## src/rtl/fb_arb_pkg.sv

```systemverilog
// Shared encodings and constants for the frame-buffer port arbiter.
package fb_arb_pkg;

  typedef enum logic [1:0] {
    ARB_IDLE  = 2'd0,
    ARB_READ  = 2'd1,
    ARB_WRITE = 2'd2
  } arb_state_t;

  localparam int ADDR_W       = 10;
  localparam int BANK_BIT     = 10;
  localparam int STARVE_LIMIT = 7;

endpackage

```

## src/rtl/fb_write_fifo.sv

```systemverilog
// Small synchronous FIFO holding pending {addr, data} pixel writes.
// Push is ignored when full; pop is ignored when empty.
module fb_write_fifo #(
  parameter int WIDTH = 26,
  parameter int DEPTH = 4
) (
  input  logic             clk,
  input  logic             reset,
  input  logic             push,
  input  logic             pop,
  input  logic [WIDTH-1:0] din,
  output logic             full,
  output logic             empty,
  output logic [WIDTH-1:0] head
);

  localparam int PTR_W = $clog2(DEPTH);

  logic [WIDTH-1:0] mem [DEPTH];
  logic [PTR_W-1:0] wr_ptr;
  logic [PTR_W-1:0] rd_ptr;
  logic [PTR_W:0]   count;
  logic             push_ok;
  logic             pop_ok;

  assign full    = (count == (PTR_W+1)'(DEPTH));
  assign empty   = (count == '0);
  assign push_ok = push && !full;
  assign pop_ok  = pop && !empty;
  assign head    = mem[rd_ptr];

  // Pointer and occupancy bookkeeping; contents are discarded on reset.
  always_ff @(posedge clk or posedge reset) begin
    if (reset) begin
      wr_ptr <= '0;
      rd_ptr <= '0;
      count  <= '0;
    end else begin
      if (push_ok) wr_ptr <= wr_ptr + 1'b1;
      if (pop_ok)  rd_ptr <= rd_ptr + 1'b1;
      case ({push_ok, pop_ok})
        2'b10:   count <= count + 1'b1;
        2'b01:   count <= count - 1'b1;
        default: count <= count;
      endcase
    end
  end

  // Storage array; data only, so it is never reset.
  always_ff @(posedge clk) begin
    if (push_ok) mem[wr_ptr] <= din;
  end

endmodule

```

## src/rtl/fb_port_arbiter.sv

```systemverilog
// Arbitrates one single-port pixel RAM between scan-out reads and buffered
// SPI writes, and owns the double-buffer bank bit.
// Optional macro FB_ARB_STARVE_GUARD_EN: after STARVE_LIMIT consecutive
// cycles with the write FIFO full and no pop, one write preempts a read.
module fb_port_arbiter
  import fb_arb_pkg::*;
#(
  parameter int BITS_PER_PIXEL = 16,
  parameter int FIFO_DEPTH     = 4
) (
  input  logic                      clk,
  input  logic                      reset,
  input  logic                      wr_valid,
  output logic                      wr_ready,
  input  logic [ADDR_W-1:0]         wr_addr,
  input  logic [BITS_PER_PIXEL-1:0] wr_data,
  input  logic                      wr_frame_end,
  input  logic                      rd_req,
  input  logic [ADDR_W-1:0]         rd_addr,
  output logic                      rd_grant,
  output logic [BITS_PER_PIXEL-1:0] rd_data,
  output logic                      rd_data_valid,
  input  logic                      rd_frame_start,
  output logic                      ram_en,
  output logic                      ram_we,
  output logic [ADDR_W:0]           ram_addr,
  output logic [BITS_PER_PIXEL-1:0] ram_wdata,
  input  logic [BITS_PER_PIXEL-1:0] ram_rdata,
  output logic                      display_bank,
  output logic                      flip_pending
);

  localparam int ENTRY_W = ADDR_W + BITS_PER_PIXEL;

  arb_state_t                arb;
  arb_state_t                last_grant;
  logic                      fifo_full;
  logic                      fifo_empty;
  logic [ENTRY_W-1:0]        fifo_head;
  logic [ADDR_W-1:0]         head_addr;
  logic [BITS_PER_PIXEL-1:0] head_data;
  logic                      push;
  logic                      pop;
  logic                      flip;
  logic                      force_write;

  assign wr_ready  = !fifo_full && !flip_pending && !reset;
  assign push      = wr_valid && wr_ready;
  assign head_addr = fifo_head[ENTRY_W-1 -: ADDR_W];
  assign head_data = fifo_head[BITS_PER_PIXEL-1:0];
  assign pop       = (arb == ARB_WRITE);
  assign rd_data   = ram_rdata;
  // RAM read latency is one cycle, so a read granted last cycle returns now.
  assign rd_data_valid = (last_grant == ARB_READ);
  // A flip must not race a pending or in-flight write into the back bank.
  assign flip = rd_frame_start && flip_pending && fifo_empty && !pop;

  fb_write_fifo #(
    .WIDTH (ENTRY_W),
    .DEPTH (FIFO_DEPTH)
  ) u_fifo (
    .clk   (clk),
    .reset (reset),
    .push  (push),
    .pop   (pop),
    .din   ({wr_addr, wr_data}),
    .full  (fifo_full),
    .empty (fifo_empty),
    .head  (fifo_head)
  );

`ifdef FB_ARB_STARVE_GUARD_EN
  logic [2:0] starve_cnt;

  assign force_write = (starve_cnt == 3'(STARVE_LIMIT));

  // Count consecutive full-and-stalled cycles; any pop restarts the count.
  always_ff @(posedge clk or posedge reset) begin
    if (reset) begin
      starve_cnt <= '0;
    end else if (pop || !fifo_full) begin
      starve_cnt <= '0;
    end else if (starve_cnt != 3'(STARVE_LIMIT)) begin
      starve_cnt <= starve_cnt + 1'b1;
    end
  end
`else
  assign force_write = 1'b0;
`endif

  // Per-cycle arbitration: reads win unless the starvation guard fires.
  always_comb begin
    arb       = ARB_IDLE;
    rd_grant  = 1'b0;
    ram_en    = 1'b0;
    ram_we    = 1'b0;
    ram_addr  = '0;
    ram_wdata = '0;
    if (reset)                         arb = ARB_IDLE;
    else if (force_write && !fifo_empty) arb = ARB_WRITE;
    else if (rd_req)                   arb = ARB_READ;
    else if (!fifo_empty)              arb = ARB_WRITE;
    case (arb)
      ARB_READ: begin
        rd_grant = 1'b1;
        ram_en   = 1'b1;
        ram_addr = {display_bank, rd_addr};
      end
      ARB_WRITE: begin
        ram_en    = 1'b1;
        ram_we    = 1'b1;
        ram_addr  = {~display_bank, head_addr};
        ram_wdata = head_data;
      end
      default: ;
    endcase
  end

  // Grant history, bank ownership and frame-commit flag.
  always_ff @(posedge clk or posedge reset) begin
    if (reset) begin
      last_grant   <= ARB_IDLE;
      display_bank <= 1'b0;
      flip_pending <= 1'b0;
    end else begin
      last_grant <= arb;
      if (flip) begin
        display_bank <= ~display_bank;
        flip_pending <= 1'b0;
      end else if (wr_frame_end && !flip_pending) begin
        flip_pending <= 1'b1;
      end
    end
  end

endmodule

```

## config.mk

```make
export PLATFORM = sky130hd
export DESIGN_NAME = fb_port_arbiter
export DESIGN_NICKNAME = d
export VERILOG_FILES = /design/src/rtl/fb_arb_pkg.sv /design/src/rtl/fb_write_fifo.sv /design/src/rtl/fb_port_arbiter.sv
export SDC_FILE = /design/constraint.sdc
export NUM_CORES = 1
export LEC_CHECK = 0
export ABC_AREA = 1
export CAP_MARGIN = 10
export CORE_MARGIN = 5
export CORE_UTILIZATION = 51
export DETAILED_ROUTE_END_ITERATION = 16
export GPL_TIMING_DRIVEN = 0
export PLACE_DENSITY = 0.86
export SLEW_MARGIN = 20
export SYNTH_ARGS = -nofsm -noshare
export SYNTH_HDL_FRONTEND = slang
export SYNTH_SLANG_ARGS = --single-unit
export TNS_END_PERCENT = 1
```

## constraint.sdc

```tcl
create_clock -name clk -period 3 [get_ports clk]
set_clock_uncertainty 0.15 [all_clocks]
set_input_delay 0.6 -clock clk [delete_from_list [all_inputs] [get_ports clk]]
set_output_delay 0.6 -clock clk [all_outputs]
set_load 0.05 [all_outputs]
```

==> impl_metrics.toml <==
[status]
status = "finished, final reports clean"

[floorplan]
fp-row-count = 36
core_um2 = 9820
pin_count = 108
initial_core_util_pct = 52.6
die_w_um = 111
dieArea_um2 = 12200
die_height_um = 111

[critical_path]
path_cells = "clkdlybuf4s50_1, clkinv_4, nand2_4, a21oi_4, buf_6, nand3_2, nand2_1, clkbuf_4"
worstPathRequired_ps = 2250
timing.rr.start = "u_fifo.count[0]"
startpoint_type = "primary input"
endpoint_kind = "output pin"
crit_type = "primary input to output pin"
reg2reg_slack_ps = 700
endpoint = "ram_addr[8]"
crit_start = "reset"
worstPathArrival_ps = 2150
worst-r2r-cell-count = 9
max_stage_delay_ps = 520
r2r-end = "u_fifo.count[2]"
slowest_stage = "clkdlybuf4s50_1"
crit_path_max_fanout = 10

[synthesis]
ys_warn_count = 0
syn_avg_cell_area_um2 = 11.0
synth_top_area_share_pct = 60.5
synth_area_um2 = 5160
yosys_register_bits = 115
yosysTopAreaCell = "edfxtp_1"
synth_seq_area_share_pct = 65.8
synth_nets = 535
synth.distinct_cells = 27
synth_cells = 471
synthTopCellsByArea = "edfxtp_1 61%, nand2_1 13%, dfrtp_1 5.3%"

[layout]
layout_commonest_cell = "nand2_1"
final_cells = 734
layout_common_cells = "173 x nand2_1, 104 x edfxtp_1, 60 x clkdlybuf4s50_1, 48 x inv_1, 39 x nand3_1"
postLayoutCellArea_um2 = 6990
syn2layout_area_growth_pct = 35.4
layout-drive-gt1-share_pct = 20.8
diodes = 0
final_nets = 652
final_util_pct = 71.2

[timing]
period_minus_slack_ps = 2900
max_freq_mhz = 344
hold_viol = 0
fin_tns_setup_ps = 0
worstMarginPinSlew_ps = 540
finalCritPeriodShare_pct = 96.8
rsz0062_at_grt = "false"
maxSlewViolCount = 0
finalSetupViolCount = 0
relSlewSlack_pct = 63.9
timing.final.ws_setup_ps = 96.4

[place]
postPlaceCellArea_um2 = 6380
routabilityCongestion = 0.765
dp_cells = 699
hpwl_um = 8240
dp_slack_ps = -561
io_buffer_count = 91

[global_routing]
grt_max_degree = 17
antenna_found_initial = 0
grt_pass1_wl_um = 19700
grt_overflow_total = 0
grt_pass1_vias = 3871
track_usage_pct = 20.7

[routing]
drtIter0Drc = 201
avgViaCountPerCell = 5.09
wl_met1_um = 4830
via_count = 3737
ant_nets = 0
wl_met3_um = 924
firstDrtPassIters = 4
wl_met2_um = 6580
wire_per_inst_um = 17.0
top_layer = "met4"
drc_errors = 0
drt-total-wl_um = 12500

[power_and_ir_drop]
clkPwrFrac_pct = 34.3
power_switching_uw = 2140
p_int_uw = 3900
power_switching_share_pct = 35.4
ir_drop_mv = 0.526
leakagePower_uw = 0.00290
p_comb_share_pct = 34.0
pwr-share-seq_pct = 31.7
power_per_cell_area_nw_per_um2 = 865

[cts]
htreeDepth = 4
cts-root-buf = "clkbuf_8"
clkSinkCount = 115
clkLatencyLatePin_ps = 510
cts_tree = "built"
clk_pin_slew_ps = 50
cts_hold_buf = 0
clockBufferDepth = 2
cts_made_buffers = 17

[worst_hold_path]
hold_path.class = "primary input to asynchronous set/reset pin"

[job]
max_cap_violations = 0
==> power by group through the flow <==
stage	sequential, µW	clock, µW	combinational [µW]
floorplan	1970	0	1390
global placement	1940	0	1990
detailed placement	1940	0	2080
CTS	1920	2100	2070
global route	1930	2170	2240
finish	1920	2080	2060
==> layout make-up <==
cell class / count / area, µm²
repair buffers: 98 / 1010
multi-input cells: 269 / 1340
plain buffers: 35 / 251
clock inverters: 12 / 186
fillers: 677 / 2830
inverters: 52 / 205
well taps: 133 / 166
clock buffers: 20 / 425
flip-flops and latches: 115 / 3400
==> flip-flops by register name (all words and copies together) (netlist names) <==
signal         flops
u_fifo.rd_ptr      2
display_bank       1
last_grant         2
u_fifo.mem       104
flip_pending       1
u_fifo.count       3
u_fifo.wr_ptr      2
==> worst max-delay path: cells and delay by family <==
kind,cells,cell delay (ps)
buf+inv,4,1100
simple gates,3,250
compound gates,1,200
==> worst min path at each step <==
| stage | from | slack [ps] | to | cells after the start |
|---|---|---|---|---|
| after floorplan | reset | 230 | display_bank | 1 |
| after global placement | u_fifo.wr_ptr[1] | 360 | u_fifo.wr_ptr[1] | 2 |
| after detailed placement | u_fifo.wr_ptr[1] | 380 | u_fifo.wr_ptr[1] | 2 |
| after CTS | reset | 280 | display_bank | 2 |
| after global routing | reset | 280 | u_fifo.count[0] | 2 |
| final | reset | 260 | u_fifo.count[0] | 2 |
==> cells in the mapped netlist <==
cell	count
a21oi_1	9
a21oi_2	10
a21oi_4	1
and2_1	1
buf_2	10
buf_4	22
buf_6	3
dfrtp_1	11
edfxtp_1	104
fa_1	1
ha_1	5
inv_1	48
inv_2	1
inv_4	3
nand2_1	173
nand2_2	1
nand2_4	1
nand3_1	39
nand3_2	9
nand3_4	1
nand3b_1	1
nand4_1	2
nor2_1	7
nor2_4	1
o21ai_0	4
xnor2_1	1
xor2_1	2
==> routing by layer <==
| layer | GRT usage, % | vias up |
|---|---|---|
| li1 | - | 1765 |
| met5 | 0 | - |
| met2 | 36.4 | 159 |
| met3 | 6.95 | 16 |
| met4 | 5.91 | 0 |
| met1 | 24.0 | 1797 |
==> kinds of logic (layout without fill, tap and decap cells) <==
| family | after synthesis | count (layout) | share of synthesized area (%) |
|---|---|---|---|
| AO/OA/AOI/OAI | 24 | 24 | 3.27 |
| XOR/XNOR | 3 | 3 | 0.509 |
| adder cells (fa/ha/maj) | 6 | 6 | 1.60 |
| buffers and inverters | 87 | 217 | 8.75 |
| flip-flops | 115 | 115 | 65.8 |
| AND/OR/NAND/NOR | 236 | 236 | 20.0 |
==> repair_timing <==
item | 4_1_cts | 5_1_grt
gates resized for setup | 96 | 12
endpoints found under the setup margin | 30 | 26
pin swaps | 0 | 0
buffers inserted | 0 | 3
==> per-stage QoR <==
step | hold slack [ps] | power, µW
after CTS | 284 | 6080
final | 265 | 6050
after detailed placement | 380 | 4020
after global routing | 279 | 6340
after global placement | 360 | 3930
after floorplan | 234 | 3360
No activity file was read; power rests on OpenSTA's default activity.
